==> src/rtl/ysyx_23060124_ifu.sv <==
// rtl/ysyx_23060124_ifu.sv - single-outstanding AXI4-Lite instruction fetch unit
// Optional YSYX_23060124_IFU_PERF_EN adds o_fetch_cnt / o_stall_cnt counters.
module ysyx_23060124_ifu #(
  parameter int                ADDR_W   = 32,
  parameter logic [ADDR_W-1:0] RESET_PC = 32'h3000_0000
) (
  input  logic              clock,
  input  logic              reset,
  input  logic [ADDR_W-1:0] i_pc_next,
  input  logic              i_pc_update,
  output logic [ADDR_W-1:0] o_araddr,
  output logic              o_arvalid,
  input  logic              i_arready,
  input  logic [31:0]       i_rdata,
  input  logic [1:0]        i_rresp,
  input  logic              i_rvalid,
  output logic              o_rready,
  output logic [ADDR_W-1:0] o_pc,
  output logic [31:0]       o_inst,
  output logic              o_fetch_err,
  output logic              o_post_valid,
  input  logic              i_post_ready
`ifdef YSYX_23060124_IFU_PERF_EN
  ,
  output logic [31:0]       o_fetch_cnt,
  output logic [31:0]       o_stall_cnt
`endif
);

  localparam logic [1:0] S_ADDR  = 2'd0;
  localparam logic [1:0] S_DATA  = 2'd1;
  localparam logic [1:0] S_VALID = 2'd2;
  localparam logic [1:0] S_WAIT  = 2'd3;

  logic [1:0]        state;
  logic              pend;
  logic [ADDR_W-1:0] pend_pc;
  logic              redirect;
  logic [ADDR_W-1:0] redirect_pc;

  // A redirect arriving this cycle overrides any older pending one.
  assign redirect    = pend || i_pc_update;
  assign redirect_pc = i_pc_update ? i_pc_next : pend_pc;

  assign o_araddr     = {o_pc[ADDR_W-1:2], 2'b00};
  assign o_rready     = (state == S_DATA);
  assign o_post_valid = (state == S_VALID);

  always_ff @(posedge clock) begin
    if (reset) begin
      state       <= S_ADDR;
      o_pc        <= RESET_PC;
      o_inst      <= 32'h0;
      o_fetch_err <= 1'b0;
      o_arvalid   <= 1'b0;
      pend        <= 1'b0;
      pend_pc     <= '0;
    end else begin
      case (state)
        S_ADDR: begin
          if (i_pc_update) begin
            pend    <= 1'b1;
            pend_pc <= i_pc_next;
          end
          // AR is never withdrawn once raised; a redirect waits for the beat.
          if (o_arvalid && i_arready) begin
            o_arvalid <= 1'b0;
            state     <= S_DATA;
          end else begin
            o_arvalid <= 1'b1;
          end
        end
        S_DATA: begin
          if (i_pc_update) begin
            pend    <= 1'b1;
            pend_pc <= i_pc_next;
          end
          if (i_rvalid) begin
            if (redirect) begin
              o_pc  <= redirect_pc;
              pend  <= 1'b0;
              state <= S_ADDR;
            end else begin
              o_inst      <= i_rdata;
              o_fetch_err <= (i_rresp != 2'b00) || (o_pc[1:0] != 2'b00);
              state       <= S_VALID;
            end
          end
        end
        S_VALID: begin
          if (redirect) begin
            o_pc  <= redirect_pc;
            pend  <= 1'b0;
            state <= S_ADDR;
          end else if (i_post_ready) begin
            state <= S_WAIT;
          end
        end
        default: begin
          if (i_pc_update) begin
            o_pc  <= i_pc_next;
            state <= S_ADDR;
          end
        end
      endcase
    end
  end

`ifdef YSYX_23060124_IFU_PERF_EN
  always_ff @(posedge clock) begin
    if (reset) begin
      o_fetch_cnt <= 32'h0;
      o_stall_cnt <= 32'h0;
    end else begin
      if (o_post_valid && i_post_ready)
        o_fetch_cnt <= o_fetch_cnt + 32'd1;
      if (state == S_ADDR || state == S_DATA)
        o_stall_cnt <= o_stall_cnt + 32'd1;
    end
  end
`endif

endmodule
==> config.mk <==
export PLATFORM = sky130hd
export DESIGN_NAME = ysyx_23060124_ifu
export DESIGN_NICKNAME = d
export VERILOG_FILES = /design/src/rtl/ysyx_23060124_ifu.sv
export SDC_FILE = /design/constraint.sdc
export NUM_CORES = 1
export LEC_CHECK = 0
export ABC_AREA = 1
export BUFFER_PORTS_ARGS = -buffer_cell sky130_fd_sc_hd__buf_4
export CORE_MARGIN = 3
export CORE_UTILIZATION = 30
export CTS_BUF_LIST = sky130_fd_sc_hd__clkbuf_4 sky130_fd_sc_hd__clkbuf_8 sky130_fd_sc_hd__clkbuf_16
export DETAILED_ROUTE_END_ITERATION = 6
export PLACE_DENSITY = 0.55
export SYNTH_ARGS = -nofsm -noshare
export SYNTH_HDL_FRONTEND = slang
export SYNTH_SLANG_ARGS = --single-unit
==> constraint.sdc <==
create_clock -name clock -period 1.96 [get_ports clock]
set_input_delay 0.098 -clock clock [delete_from_list [all_inputs] [get_ports clock]]
set_output_delay 0.098 -clock clock [all_outputs]
set_load 0.1 [all_outputs]
==> impl_metrics.yaml <==
status:
  status: "completed"
global_routing:
  grt_max_degree: 67
  grt_overflow: 0
  grt_pass1_wl_um: 21200
  grt.total_usage: 0.147
  antenna_found_initial: 0
  first_global_vias: 4144
clocking:
  htree_levels: 3
  cts-root-buf: "clkbuf_16"
  clk_pin_slew_worst_paths_ns: 0.08
  cts_buffer_depth: 2
  numCtsBuffers: 9
  clock_sinks: 101
  clk_latency_ns: 0.36
  cts_tree: "done"
final_layout:
  fin_nets: 892
  design_area_mm2: 0.00634
  drive_above_1_share: 0.261
  area_growth_pct: 31.5
logic_synthesis:
  ys_warn_count: 0
  ys_seq_area_frac: 0.420
  synth_cell_types: 24
  synth.avg_cell_area_um2: 7.01
  syn_area_mm2: 0.00482
  ys_seq_elements: 101
  syn_inst: 688
critical_path:
  critPathRequiredTime_ns: 2.25
  critPathMaxFanout: 13
  reg2reg_depth: 9
  cp-end-kind: "flop"
  critPathLaunchType: "flop"
  path_class: "reg2reg"
  cp.arrival_ns: 2.02
  r2r_slack_ns: 0.23
  r2r_end: "o_pc[25]"
  r2r_start: "state[0]"
min_path:
  hp-class: "in2reg"
  hold_path_end: "o_inst[2]"
  hp-start: "i_rdata[2]"
  hold-path-cell-count: 3
pwr:
  power.density_mw_per_mm2: 1870
  p_total_mw: 11.9
  leakage_nw: 2.97
  vdd_drop_max_v: 0.000943
sta:
  relSlewSlack: 0.606
  fin_crit_ns: 1.73
  finalMaxSlewViolations: 0
  period_share: 0.882
  finalClockSkew_ns: 0.00796
  rsz0062_at_grt: "false"
  worst_pin_slew_ns: 0.590
  tns_ns: 0
  finalSetupViolations: 0
  fmax_ghz: 0.578
  finalHoldViolCount: 0
job:
  drv_cap: 0
place:
  portBuffers: 169
  routabilityCongestion: 0.775
  placed_area_mm2: 0.00599
  dp_hpwl_um: 9050
route:
  drtIter0Drc: 256
  wirelength_um: 13100
  drc: 0
  wl_per_cell_um: 12.7
  ant_nets: 0
  vias: 4510
  vias_per_cell: 4.37
  firstDrtPassIters: 5
die:
  initial_utilization: 0.311
  die_h_um: 133
  dieWidth_um: 133
  io_pins: 172
  rows: 45
  dieArea_mm2: 0.0176
  core_mm2: 0.0155
==> where the power goes <==
group          leakage (nW)  switching (mW)  total, mW  internal [mW]
sequential            0.827           0.382       3.06           2.68
clock                 0.143           0.881       1.77          0.893
combinational          2.00            5.46       7.03           1.57
==> registers in the layout, indices dropped and copies added (netlist names) <==
| register | flops |
|---|---|
| o_arvalid | 1 |
| o_fetch_err | 1 |
| o_inst | 32 |
| o_pc | 32 |
| pend | 1 |
| pend_pc | 32 |
| state | 2 |
==> repair_timing <==
item                       4_1_cts  5_1_grt
hold buffers                     5        0
buffers inserted                 0        0
gates resized for setup          0        2
hold endpoints to repair         5        0
setup endpoints to repair        0       14
==> cell usage after synthesis (all sizes together) <==
master	instances	area, um2
or2	1	6.26
o211ai	1	7.51
inv	48	180
a211oi	1	7.51
conb	1	3.75
o21ai	69	345
clkbuf	14	52.6
a31oi	28	175
ha	6	75.1
buf	61	464
dfxtp	101	2020
nor2	16	91.3
a21oi	69	345
nand2	268	1010
nand3	4	30.0
==> layout make-up <==
cell class              instances  area (um2)
inverters                      48         180
clock inverters                 7        63.8
repair buffers                189        1470
well taps                     211         264
diodes                          1        2.50
fillers                      1679        9150
flip-flops and latches        101        2020
clock buffers                   9         225
multi-input cells             465        2110
==> worst max-delay path: stages, from the launching register on <==
cell	delay [ns]
dfxtp_2	0.37
inv_1	0.08
ha_1	0.35
buf_4	0.18
nand2_2	0.08
nand2_1	0.08
nor2_4	0.10
buf_4	0.21
nand2_1	0.08
a21oi_1	0.12
==> through the flow <==
step,cells,setup WS [ns],util,hold slack [ns]
6_report,1031,0.231,0.409,0.0193
5_1_grt,1030,0.0390,0.409,0.0117
4_1_cts,1030,0.110,0.409,0.00220
3_5_place_dp,1009,0.134,0.387,0.370
3_3_place_gp,1009,0.203,0.387,0.365
2_1_floorplan,689,0.221,-,0.271
==> metal layers <==
layer,vias to the layer above,part of all wire,track usage
met1,1988,0.47,0.197
li1,2422,-,-
met4,0,0.010,0.0583
met3,7,0.040,0.0259
met5,-,0,0
met2,93,0.48,0.235
==> worst max path at each step <==
stage                     startpoint          to  slack (ns)  cells after the start
after floorplan             state[1]  o_inst[10]        0.22                      7
after global placement      state[0]    o_pc[15]        0.20                      9
after detailed placement    state[0]     o_pc[6]        0.13                      9
after CTS                   state[0]     o_pc[3]        0.11                      9
after global routing        state[0]    o_pc[23]        0.04                      9
final                       state[0]    o_pc[25]        0.23                      9
==> cell usage in the layout (no fill, tap or decap), types with 9 or more instances in the layout <==
| master | synthesis | layout |
|---|---|---|
| o21ai_1 | 10 | 10 |
| clkbuf_16 | 0 | 9 |
| nand2_1 | 265 | 265 |
| nor2_1 | 13 | 13 |
| a21oi_1 | 69 | 69 |
| inv_1 | 46 | 45 |
| dfxtp_1 | 101 | 100 |
| o21ai_0 | 59 | 59 |
| buf_4 | 34 | 180 |
| a31oi_1 | 28 | 28 |
==> cell families (layout without fill, tap and decap cells) <==
| logic type | Yosys count | count (layout) | synth area share |
|---|---|---|---|
| flip-flops | 101 | 101 | 0.420 |
| AND/OR/NAND/NOR | 289 | 289 | 0.237 |
| other | 1 | 3 | 0.000778 |
| AO/OA/AOI/OAI | 168 | 168 | 0.183 |
| adder cells (fa/ha/maj) | 6 | 6 | 0.0156 |
| buffers and inverters | 123 | 253 | 0.145 |
(Power assumes the default switching activity.)
